**src/rtl/trap_redirect_controller_pkg.sv**
```systemverilog
// Shared definitions for the trap/mret redirect sequencer: exception sentinel,
// FSM state encoding, trap kind and flush mask layout.
`ifndef XLEN_64b
`define XLEN_64b 2'd2
`endif

package trap_redirect_controller_pkg;

  localparam logic [3:0] EXC_NONE = 4'hF;

  typedef enum logic [1:0] {
    IDLE     = 2'd0,
    DRAIN    = 2'd1,
    REDIRECT = 2'd2
  } state_e;

  typedef enum logic {
    TRAP = 1'b0,
    MRET = 1'b1
  } kind_e;

  typedef struct packed {
    logic f;
    logic d;
    logic e;
  } flush_t;

endpackage

```
**src/rtl/trap_redirect_controller_arbiter.sv**
```systemverilog
// Combinational age-ordered pick among the trap sources visible in one cycle.
module trap_source_arbiter
  import trap_redirect_controller_pkg::*;
(
  input  logic [3:0] i_exception_code_f_d,
  input  logic [3:0] i_exception_code_e_m,
  input  logic       i_ecall_d,
  input  logic       i_mret_d,
  output logic       o_event_valid,
  output kind_e      o_kind,
  output flush_t     o_flush
);

  // Oldest instruction wins: E/M, then D (mret ahead of ecall), then F/D.
  always_comb begin
    o_event_valid = 1'b1;
    o_kind        = TRAP;
    o_flush       = '{f: 1'b1, d: 1'b1, e: 1'b0};
    if (i_exception_code_e_m != EXC_NONE) begin
      o_flush.e = 1'b1;
    end else if (i_mret_d) begin
      o_kind = MRET;
    end else if (i_ecall_d) begin
      o_kind = TRAP;
    end else if (i_exception_code_f_d != EXC_NONE) begin
      o_kind = TRAP;
    end else begin
      o_event_valid = 1'b0;
      o_flush       = '0;
    end
  end

endmodule

```
**src/rtl/trap_redirect_controller.sv**
```systemverilog
// Trap/mret sequencer: flushes on a trap event, drains memory, then issues a
// one-cycle PC redirect (and an mret commit pulse for mret).
module trap_redirect_controller
  import trap_redirect_controller_pkg::*;
#(
  parameter  logic [1:0] XLEN = `XLEN_64b,
  localparam int         W    = 1 << (int'(XLEN) + 4)
) (
  input  logic         i_clk,
  input  logic         i_rst,
  input  logic         i_clk_en,
  input  logic [3:0]   i_exception_code_f_d_ff,
  input  logic [3:0]   i_exception_code_e_m_ff,
  input  logic         i_ecall_d,
  input  logic         i_mret_d,
  input  logic [W-1:0] i_mepc,
  input  logic [W-1:0] i_mtvec,
  input  logic         i_mem_busy,
  output logic         o_stall,
  output logic         o_flush_f,
  output logic         o_flush_d,
  output logic         o_flush_e,
  output logic         o_redirect_valid,
  output logic [W-1:0] o_redirect_pc,
  output logic         o_mret_e,
  output logic         o_busy
);

  state_e       r_state;
  kind_e        r_kind;
  logic [W-1:0] r_target;
  logic         r_stall, r_flush_f, r_flush_d, r_flush_e;
  logic         r_redirect_valid, r_mret_e, r_busy;
  logic [W-1:0] r_redirect_pc;

  logic         w_event_valid;
  kind_e        w_kind;
  flush_t       w_flush;
  logic [W-1:0] w_target;
  logic         w_unused_bits;

  trap_source_arbiter u_arbiter (
    .i_exception_code_f_d (i_exception_code_f_d_ff),
    .i_exception_code_e_m (i_exception_code_e_m_ff),
    .i_ecall_d            (i_ecall_d),
    .i_mret_d             (i_mret_d),
    .o_event_valid        (w_event_valid),
    .o_kind               (w_kind),
    .o_flush              (w_flush)
  );

  // Direct-mode vector only: mtvec mode bits and mepc bit 0 are dropped.
  assign w_target      = (w_kind == MRET) ? {i_mepc[W-1:1], 1'b0}
                                          : {i_mtvec[W-1:2], 2'b00};
  assign w_unused_bits = ^{i_mepc[0], i_mtvec[1:0]};

  always_ff @(posedge i_clk) begin
    if (i_rst) begin
      r_state          <= IDLE;
      r_kind           <= TRAP;
      r_stall          <= 1'b0;
      r_flush_f        <= 1'b0;
      r_flush_d        <= 1'b0;
      r_flush_e        <= 1'b0;
      r_redirect_valid <= 1'b0;
      r_redirect_pc    <= '0;
      r_mret_e         <= 1'b0;
      r_busy           <= 1'b0;
    end else if (i_clk_en) begin
      case (r_state)
        IDLE: begin
          r_redirect_valid <= 1'b0;
          r_mret_e         <= 1'b0;
          r_stall          <= w_event_valid;
          r_busy           <= w_event_valid;
          r_flush_f        <= w_flush.f;
          r_flush_d        <= w_flush.d;
          r_flush_e        <= w_flush.e;
          if (w_event_valid) begin
            r_state  <= DRAIN;
            r_kind   <= w_kind;
            r_target <= w_target;
          end
        end
        DRAIN: begin
          r_flush_f <= 1'b0;
          r_flush_d <= 1'b0;
          r_flush_e <= 1'b0;
          if (!i_mem_busy) begin
            r_state          <= REDIRECT;
            r_redirect_valid <= 1'b1;
            r_redirect_pc    <= r_target;
            r_mret_e         <= (r_kind == MRET);
          end
        end
        REDIRECT: begin
          // Anything sampled here is wrong-path and deliberately dropped.
          r_state          <= IDLE;
          r_stall          <= 1'b0;
          r_busy           <= 1'b0;
          r_redirect_valid <= 1'b0;
          r_mret_e         <= 1'b0;
        end
        default: r_state <= IDLE;
      endcase
    end
  end

  assign o_stall          = r_stall;
  assign o_flush_f        = r_flush_f;
  assign o_flush_d        = r_flush_d;
  assign o_flush_e        = r_flush_e;
  assign o_redirect_valid = r_redirect_valid;
  assign o_redirect_pc    = r_redirect_pc;
  assign o_mret_e         = r_mret_e;
  assign o_busy           = r_busy;

endmodule

```
**config.mk**
```make
export PLATFORM = sky130hd
export DESIGN_NAME = trap_redirect_controller
export DESIGN_NICKNAME = d
export VERILOG_FILES = /design/src/rtl/trap_redirect_controller_pkg.sv /design/src/rtl/trap_redirect_controller_arbiter.sv /design/src/rtl/trap_redirect_controller.sv
export SDC_FILE = /design/constraint.sdc
export NUM_CORES = 1
export LEC_CHECK = 0
export CORE_ASPECT_RATIO = 1.4
export CORE_MARGIN = 3
export CORE_UTILIZATION = 49
export CTS_BUF_LIST = sky130_fd_sc_hd__clkbuf_2
export DETAILED_ROUTE_END_ITERATION = 7
export PLACE_DENSITY_LB_ADDON = 0.15
export SLEW_MARGIN = 30
export SYNTH_ARGS = -nofsm -noshare
export SYNTH_HDL_FRONTEND = slang
export SYNTH_SLANG_ARGS = --single-unit
```
**constraint.sdc**
```tcl
create_clock -name i_clk -period 7.45 [get_ports i_clk]
set_input_delay 1.49 -clock i_clk [delete_from_list [all_inputs] [get_ports i_clk]]
set_output_delay 1.49 -clock i_clk [all_outputs]
set_load 0.02 [all_outputs]
```
==> qor.txt <==
DRT
----------------------------------------------------------------------------------------
Routed vias/inst                                                                   4.953
Antenna Nets Post-Route                                                                0
Routed wirelength normalized by instance count                                  15.33 um
Number of iterations in the first detailed-routing pass                                4
Via Count                                                                           4007
Overall routed net length                                                       12.40 mm
# DRC                                                                                  0
First DRT Iteration DRCs                                                             137

GRT
----------------------------------------------------------------------------------------
Total GRT Usage                                                                   19.66%
First-pass GRT wire length                                                      18.93 mm
Number of antenna violations at the first check in global routing                      0
Via count of the first global-routing pass                                          3902
Largest net degree at the start of global routing                                     73
Grt total ovfl                                                                         0

JOB
----------------------------------------------------------------------------------------
Max Cap Violations                                                                     0

SYNTHESIS
----------------------------------------------------------------------------------------
EDFF count, synth                                                                     63
Count of distinct cell types in the synthesized netlist                               31
Ys flop type                                                                sky130_fd_sc_hd__dfxtp_1
Portion of synthesized cell area occupied by the leading cell type                34.44%
Netlist Area Pre-Place                                                      0.005493 sq mm
Post-synth ARST share                                                                 0%
Synth Instances                                                                      455
Fraction of the yosys area taken by sequential cells                              60.32%
Top cell type by total area after synthesis                                 sky130_fd_sc_hd__edfxtp_1
Post-synthesis net count                                                             597
Number of warning messages in the yosys log                                            0
Leading post-synthesis cells by cell area                                   sky130_fd_sc_hd__edfxtp_1, sky130_fd_sc_hd__dfxtp_1, sky130_fd_sc_hd__mux2_4
Count of state elements after synthesis                                              134
Avg Synthesized Cell Area                                                    12.07 sq um

STA
----------------------------------------------------------------------------------------
Maximum clock frequency                                                        270.3 MHz
Rel. slew slack                                                                   47.52%
Setup repair after global routing missed its margin                                   no
Min Clock Period, post-route                                                     3699 ps
Count of final max-slew check failures                                                 0
Transition time at the pin with the least slew margin                           787.2 ps
Tcrit/Tclk final                                                                  49.65%
Number of hold violations in the final report                                          0
Final setup violation count                                                            0
Sum of negative setup slack                                                         0 ps
Max Clock Skew                                                                  24.60 ps
Worst-case hold slack                                                           463.0 ps

WORST SETUP PATH
----------------------------------------------------------------------------------------
Critical path data arrival time                                                  3980 ps
Category of the most critical setup path                                    input port to flop
Reg-to-reg slack, setup                                                          4840 ps
Category of the worst setup path capture point                                      flop
Worst endpoint required time                                                     7740 ps
R2r startpoint                                                                r_state[1]
Worst R2R Path Depth                                                                   4
Nature of the critical path startpoint                                        input port
Worst Path Max Fanout                                                                 38
Worst reg2reg endpoint                                                      r_target[42]

PLACEMENT
----------------------------------------------------------------------------------------
Total half-perimeter wirelength after legalization and detailed placement       8.677 mm
Instance area at placement                                                  0.007562 sq mm
Cell count after placement                                                           776
Final weighted congestion in routability-driven placement                         0.7290
Number of buffers added on ports                                                     208

CLOCKING
----------------------------------------------------------------------------------------
Register clock-pin slew on the reported worst setup and hold paths                160 ps
Number of buffers inserted by hold repair at cts                                       0
TritonCTS clock tree                                                                done
Number of clock sinks                                                                134
Clock latency of the later-clocked register in the worst-skew pair                640 ps
Number of instances resized during post-cts repair                                     0
Maximum buffer depth of the clock tree                                                 2
Clock tree root buffer cell                                                 sky130_fd_sc_hd__clkbuf_2
Setup fix buffers added after clock tree synthesis                                     0
Htree depth                                                                            4
CTS Buf Count                                                                         17

HOLD PATH
----------------------------------------------------------------------------------------
Capture endpoint of the worst hold path                                     o_redirect_pc[5]
Hold crit path type                                                         flop to flop
Hold Crit Depth                                                                        2
Beginning of the worst hold path                                            o_redirect_pc[5]

FINISH
----------------------------------------------------------------------------------------
Final-layout fill cell count                                                         830
Commonest cells after routing, fill and taps aside                          sky130_fd_sc_hd__clkdlybuf4s50_1, sky130_fd_sc_hd__nand2_1, sky130_fd_sc_hd__dfxtp_1, sky130_fd_sc_hd__a21oi_1, sky130_fd_sc_hd__edfxtp_1
Most common cell after layout, fill and taps aside                          sky130_fd_sc_hd__clkdlybuf4s50_1
Antenna diode count                                                                    0
Total non-filler cell area in the finished layout                           0.007785 sq mm
Syn-to-layout area delta                                                          41.73%
Area occupied by multi-input gates                                          0.001958 sq mm
Fraction of final layout cells sized beyond drive strength 1                      14.82%
Finished Layout Cells                                                                809
Sequential Area                                                             0.003313 sq mm
Net count reported at finish                                                         797

FLOORPLANNING
----------------------------------------------------------------------------------------
Number of standard-cell rows in the floorplan                                         45
Core outline area                                                           0.01092 sq mm
Number of top-level pins                                                             213
DIE AREA                                                                    0.01253 sq mm
DIE WIDTH                                                                       95.48 um
Chip Height                                                                     131.3 um
Starting density of the core                                                      50.29%

POWER AND IR DROP
----------------------------------------------------------------------------------------
Final total power                                                               1.391 mW
Pleak                                                                           2.915 nW
Total power per unit cell area                                              178.7 mW/mm^2
Worst voltage drop across the vdd grid                                       0.0001024 V

OUTCOME
----------------------------------------------------------------------------------------
Outcome                                                                     finished, final reports clean

## flip-flops by register name (all words and copies together), names as in the netlist
signal            cells
o_redirect_pc        63
r_target             63
r_state               2
o_busy                1
o_flush_e             1
o_flush_f             1
o_mret_e              1
o_redirect_valid      1
r_kind                1
## power by group
group          internal (mW)  switching, mW
logic                  0.118         0.0705
clock network          0.153          0.238
registers              0.801         0.0109
## synthesized netlist by cell type, drive strengths merged (2+ instances only)
cell    instances
nand4           2
inv             2
o21ai           4
clkbuf          8
a21oi          69
nand2b          2
mux2           62
nor2            5
edfxtp         63
dfxtp          71
buf            24
nand2         128
## logic make-up (layout without fill, tap and decap cells)
logic type,after synthesis,after routing,share of synthesized area (%)
flops,134,134,60.32
buf+inv,34,247,4.465
simple gates,147,147,11.16
other cells,1,1,0.06827
mux,62,62,16.81
compound gates,77,77,7.176
## worst max-delay path: stages
cell,delay (ps)
sky130_fd_sc_hd__clkdlybuf4s50_1,650
sky130_fd_sc_hd__nor3b_1,360
sky130_fd_sc_hd__o31ai_1,240
sky130_fd_sc_hd__nor2_4,630
sky130_fd_sc_hd__buf_4,570
## area by class of cell
type / instances / area share [%]
clock buffers: 22 / 1.414
clock inverters: 10 / 1.189
inverters: 2 / 0.09643
multi-input cells: 287 / 25.15
flip-flops and latches: 134 / 42.56
well taps: 141 / 2.266
repair buffers: 213 / 27.32
## routing by layer
layer  GRT usage [%]  wire length (um)  vias up
li1                -                 -     1974
met1           20.74              4519     1873
met2           34.55              6559      143
met3           8.706              1098       17
met4           5.854               225        0
met5               0                 0        -
## worst max-delay path by stage
stage	from	endpoint	slack, ps	cells after the start
2_1_floorplan	i_clk_en	r_target[10]	2370	3
3_3_place_gp	i_clk_en	r_target[10]	3140	5
3_5_place_dp	i_clk_en	r_target[11]	3070	5
4_1_cts	i_clk_en	r_target[60]	3810	5
5_1_grt	i_clk_en	r_target[36]	3720	5
6_report	i_clk_en	r_target[42]	3750	5
## stage by stage
step | util, % | setup WS (ps)
5_1_grt | 71.27 | 3715
3_3_place_gp | 69.23 | 3140
2_1_floorplan | - | 2372
6_report | 71.27 | 3751
4_1_cts | 71.09 | 3807
3_5_place_dp | 69.23 | 3073
(Power assumes the default switching activity.)
